===== src/rtl/mips_multicycle_ctrl.sv =====
// rtl/mips_multicycle_ctrl.sv - main control FSM for the multicycle MIPS datapath
// Moore-style decode of every datapath select/enable; FETCH, MEMRD and MEMWR also look at MemReady.
module mips_multicycle_ctrl #(
  parameter logic [5:0] OP_RTYPE = 6'b000000,
  parameter logic [5:0] OP_LW    = 6'b100011,
  parameter logic [5:0] OP_SW    = 6'b101011,
  parameter logic [5:0] OP_BEQ   = 6'b000100,
  parameter logic [5:0] OP_ADDI  = 6'b001000,
  parameter logic [5:0] OP_J     = 6'b000010
) (
  input  logic       clk,
  input  logic       rst_n,
  input  logic [5:0] Opcode,
  input  logic       MemReady,
  output logic       MemRead,
  output logic       MemWrite,
  output logic       IorD,
  output logic       IRWrite,
  output logic       PCWrite,
  output logic       Branch,
  output logic [1:0] PCSrc,
  output logic       ALUSrcA,
  output logic [1:0] ALUSrcB,
  output logic [1:0] ALUOp,
  output logic       RegDst,
  output logic       MemtoReg,
  output logic       RegWrite,
  output logic       InstrDone,
  output logic       IllegalOp
);

  typedef enum logic [3:0] {
    S_RST     = 4'd0,
    S_FETCH   = 4'd1,
    S_DECODE  = 4'd2,
    S_MEMADR  = 4'd3,
    S_MEMRD   = 4'd4,
    S_MEMWB   = 4'd5,
    S_MEMWR   = 4'd6,
    S_EXEC    = 4'd7,
    S_ALUWB   = 4'd8,
    S_ADDIEX  = 4'd9,
    S_ADDIWB  = 4'd10,
    S_BRANCH  = 4'd11,
    S_JUMP    = 4'd12,
    S_ILLEGAL = 4'd13
  } state_t;

  state_t state_q, state_d;

  // Asynchronous reset drops every output at once, so no partial write can follow.
  always_ff @(posedge clk or negedge rst_n) begin
    if (!rst_n) begin
      state_q <= S_RST;
    end else begin
      state_q <= state_d;
    end
  end

  always_comb begin
    state_d   = state_q;
    MemRead   = 1'b0;
    MemWrite  = 1'b0;
    IorD      = 1'b0;
    IRWrite   = 1'b0;
    PCWrite   = 1'b0;
    Branch    = 1'b0;
    PCSrc     = 2'b00;
    ALUSrcA   = 1'b0;
    ALUSrcB   = 2'b00;
    ALUOp     = 2'b00;
    RegDst    = 1'b0;
    MemtoReg  = 1'b0;
    RegWrite  = 1'b0;
    InstrDone = 1'b0;
    IllegalOp = 1'b0;

    unique case (state_q)
      S_RST: begin
        state_d = S_FETCH;
      end
      S_FETCH: begin
        // PC+4 is computed every cycle but only committed with the instruction word.
        MemRead = 1'b1;
        ALUSrcB = 2'b01;
        IRWrite = MemReady;
        PCWrite = MemReady;
        state_d = MemReady ? S_DECODE : S_FETCH;
      end
      S_DECODE: begin
        ALUSrcB = 2'b11;
        if (Opcode == OP_LW || Opcode == OP_SW) begin
          state_d = S_MEMADR;
        end else if (Opcode == OP_RTYPE) begin
          state_d = S_EXEC;
        end else if (Opcode == OP_BEQ) begin
          state_d = S_BRANCH;
        end else if (Opcode == OP_ADDI) begin
          state_d = S_ADDIEX;
        end else if (Opcode == OP_J) begin
          state_d = S_JUMP;
        end else begin
          state_d = S_ILLEGAL;
        end
      end
      S_MEMADR: begin
        ALUSrcA = 1'b1;
        ALUSrcB = 2'b10;
        state_d = (Opcode == OP_SW) ? S_MEMWR : S_MEMRD;
      end
      S_MEMRD: begin
        MemRead = 1'b1;
        IorD    = 1'b1;
        state_d = MemReady ? S_MEMWB : S_MEMRD;
      end
      S_MEMWB: begin
        MemtoReg  = 1'b1;
        RegWrite  = 1'b1;
        InstrDone = 1'b1;
        state_d   = S_FETCH;
      end
      S_MEMWR: begin
        MemWrite  = 1'b1;
        IorD      = 1'b1;
        InstrDone = MemReady;
        state_d   = MemReady ? S_FETCH : S_MEMWR;
      end
      S_EXEC: begin
        ALUSrcA = 1'b1;
        ALUOp   = 2'b10;
        state_d = S_ALUWB;
      end
      S_ALUWB: begin
        RegDst    = 1'b1;
        RegWrite  = 1'b1;
        InstrDone = 1'b1;
        state_d   = S_FETCH;
      end
      S_ADDIEX: begin
        ALUSrcA = 1'b1;
        ALUSrcB = 2'b10;
        state_d = S_ADDIWB;
      end
      S_ADDIWB: begin
        RegWrite  = 1'b1;
        InstrDone = 1'b1;
        state_d   = S_FETCH;
      end
      S_BRANCH: begin
        ALUSrcA   = 1'b1;
        ALUOp     = 2'b01;
        PCSrc     = 2'b01;
        Branch    = 1'b1;
        InstrDone = 1'b1;
        state_d   = S_FETCH;
      end
      S_JUMP: begin
        PCSrc     = 2'b10;
        PCWrite   = 1'b1;
        InstrDone = 1'b1;
        state_d   = S_FETCH;
      end
      S_ILLEGAL: begin
        IllegalOp = 1'b1;
        InstrDone = 1'b1;
        state_d   = S_FETCH;
      end
      default: begin
        state_d = S_FETCH;
      end
    endcase
  end

endmodule


===== config.mk =====
export PLATFORM = sky130hd
export DESIGN_NAME = mips_multicycle_ctrl
export DESIGN_NICKNAME = d
export VERILOG_FILES = /design/src/rtl/mips_multicycle_ctrl.sv
export SDC_FILE = /design/constraint.sdc
export NUM_CORES = 1
export LEC_CHECK = 0
export ABC_AREA = 1
export BUFFER_PORTS_ARGS = -buffer_cell sky130_fd_sc_hd__buf_2
export CAP_MARGIN = 15
export CORE_AREA = 2 2 39 41
export DETAILED_ROUTE_END_ITERATION = 10
export DIE_AREA = 0 0 41 43
export PLACE_DENSITY = 0.8
export RECOVER_POWER = 50
export SYNTH_ARGS = -nofsm -noshare
export SYNTH_HDL_FRONTEND = slang
export SYNTH_SLANG_ARGS = --single-unit

===== constraint.sdc =====
create_clock -name clk -period 2.35 [get_ports clk]
set_input_delay 0.3525 -clock clk [delete_from_list [all_inputs] [get_ports clk]]
set_output_delay 0.3525 -clock clk [all_outputs]
set_load 0.03 [all_outputs]

==> impl_metrics.yaml <==
clock_tree:
  clk_latency_ns: 0.24
  cts_buffers: 3
  cts_tree: "built"
  cts-root-buf: "clkbuf_4"
  clockBufferDepth: 2
  post-cts-setup-buffers: 0
  clk_pin_slew_ns: 0.04
  clock-sinks: 4
  htree_levels: 1
die:
  num_rows: 14
  die_x_um: 41
  die_y_um: 43
  core_area_sq_um: 1380
  ios: 27
  initial_core_util_pct: 37.3
  dieArea_sq_um: 1760
grt:
  grtUsageMet2_pct: 31.9
  grt_pass1_wl_um: 2080
  grt_overflow: 0
  met1_usage_pct: 15.3
  grt_most_used_layer: "met2"
  grt_use_total_pct: 18.0
  use_met3_pct: 4.71
  grt_max_degree: 8
  grt_pass1_vias: 582
  antenna_found_initial: 0
pwr:
  combPwrFrac_pct: 75.8
  internal-power_uw: 353
  p_total_uw: 967
  power.leakage_nw: 0.422
  powerDensity_nw_per_um2: 1440
  switching_share_pct: 63.5
  power.switching_uw: 614
  clock_power_share_pct: 8.7
  max-vdd-ir-drop_uv: 437
  p_seq_share_pct: 15.4
worst_setup_path:
  startpoint_type: "register"
  rrSetupSlack_ns: 1.10
  worst-path-max-fanout: 6
  cp-end-kind: "output port"
  cp_data_required_time_ns: 2.00
  critPathKind: "register to output port"
  critPathArrivalTime_ns: 1.61
placed_design:
  place_congestion: 0.807
  dp_hpwl_um: 1160
  place_area_sq_um: 652
  portBuffers: 26
  dp_slack_ns: 0.703
  placedCellCount: 133
timing:
  hold_viol: 0
  period_minus_slack_ns: 1.96
  maxSlewHeadroom_pct: 75.8
  setup_viol: 0
  timing.hold.ws_ns: 0.395
  fin_tns_setup_ns: 0
  fmax_mhz: 511
  rsz0062_at_grt: "no"
  fin_ws_ns: 0.392
  drv_slew: 0
  tightest_slew_ns: 0.362
  fin_crit_sh_pct: 83.3
  fin_skew_ns: 0.00337
detailed_routing:
  via_per_inst: 4.77
  wl_per_cell_um: 10.1
  drc_errors: 0
  drt_wl_total_um: 1380
  num_vias: 654
  ant_nets: 0
  first_iter_violations: 11
  drt_first_pass_iters: 4
cells_and_area:
  drive_above_1_share_pct: 28.1
  utilization_pct: 48.5
  regArea_sq_um: 100
  final_area_sq_um: 671
  n_antenna_cell: 0
  largestRegisters: "state_q: 4 flops"
  layout_common_cells: "nand2_1, buf_2, nor2_1, inv_1, nand3_1"
  fillers: 154
  nNetsFinal: 132
  largest_register_ffs: 4
  final_cells: 137
  multi_input_area_sq_um: 327
  top_register: "state_q"
  final_common_cell: "nand2_1"
  area_delta_synth_final_pct: 29.8
yosys:
  yosys_warnings: 0
  yosysSeqAreaShare_pct: 19.4
  netlist_instances: 93
  synth.avg_cell_area_sq_um: 5.56
  synth_cell_types: 18
  ys_seq_elements: 4
  syn-cell-area_sq_um: 517
  synth_nets: 102
hold_path:
  hold_class: "input pin to register"
flow_run:
  maxCapViolations: 0
outcome:
  status: "completed"
per-layer routing:
metal	part of all wire, %	wire (um)
met3	7.3	101
met5	0	0
met2	50	696
met4	2.6	36
met1	40	545
power by group through the flow:
stage                     combinational (mW)  sequential, mW  clock, mW
after floorplan                        0.563           0.146          0
after global placement                 0.736           0.151          0
after detailed placement               0.739           0.155          0
after CTS                              0.741           0.154     0.0891
after global routing                   0.800           0.154     0.0917
final                                  0.733           0.149     0.0844
final cells by class:
| type | count | share of cell area [%] |
|---|---|---|
| Sequential cell | 4 | 14.9 |
| Multi-Input combinational cell | 69 | 48.7 |
| Timing Repair Buffer | 27 | 20.0 |
| Clock buffer | 3 | 3.36 |
| Inverter | 18 | 10.1 |
| Tap cell | 16 | 2.99 |
timing repair:
item                      4_1_cts  5_1_grt
hold endpoints to repair        4        0
resized for setup               0        0
hold buffers                    1        0
synth_stat cells:
| library cell | number | area [sq um] |
|---|---|---|
| o21ai_1 | 1 | 5.00 |
| o22ai_1 | 1 | 6.26 |
| and2_1 | 1 | 6.26 |
| dfrtp_1 | 4 | 100 |
| nor3_1 | 3 | 15.0 |
| nand2_2 | 1 | 6.26 |
| inv_1 | 13 | 48.8 |
| nor2_2 | 3 | 18.8 |
| nand3b_1 | 1 | 7.51 |
| a21oi_1 | 1 | 5.00 |
| nand3_1 | 10 | 50.1 |
| nand4_1 | 1 | 6.26 |
| nor2_4 | 4 | 45.0 |
| nand2_1 | 24 | 90.1 |
| inv_2 | 5 | 18.8 |
| o21ai_0 | 4 | 20.0 |
| buf_4 | 2 | 15.0 |
| nor2_1 | 14 | 52.6 |
kinds of logic (layout without fill, tap and decap cells):
group | after synthesis | count (layout) | share of synthesized area, %
AOI/OAI and AO/OA | 7 | 7 | 7.02
DFF | 4 | 4 | 19.4
buffers and inverters | 20 | 48 | 16.0
and+or+nand+nor | 62 | 62 | 57.6
worst max-delay path: stages, from the launching register on:
cell and delay [ns]:
dfrtp_1 0.43, inv_1 0.08, nor2_1 0.30, nand2_1 0.13, clkinv_1 0.08, a21oi_1 0.05
o21ai_0 0.09, buf_2 0.22
worst paths after layout:
kind | from | endpoint | cells past startpoint
max in group asynchronous | rst_n | state_q[3] | 2
setup reg to reg | state_q[2] | state_q[0] | 5
hold reg to reg | state_q[0] | state_q[2] | 5
hold / removal | Opcode[0] | state_q[0] | 3
setup / recovery | state_q[2] | ALUSrcA | 7
min in group asynchronous | rst_n | state_q[0] | 2
Note: power is estimated with default switching activity, not from simulation.
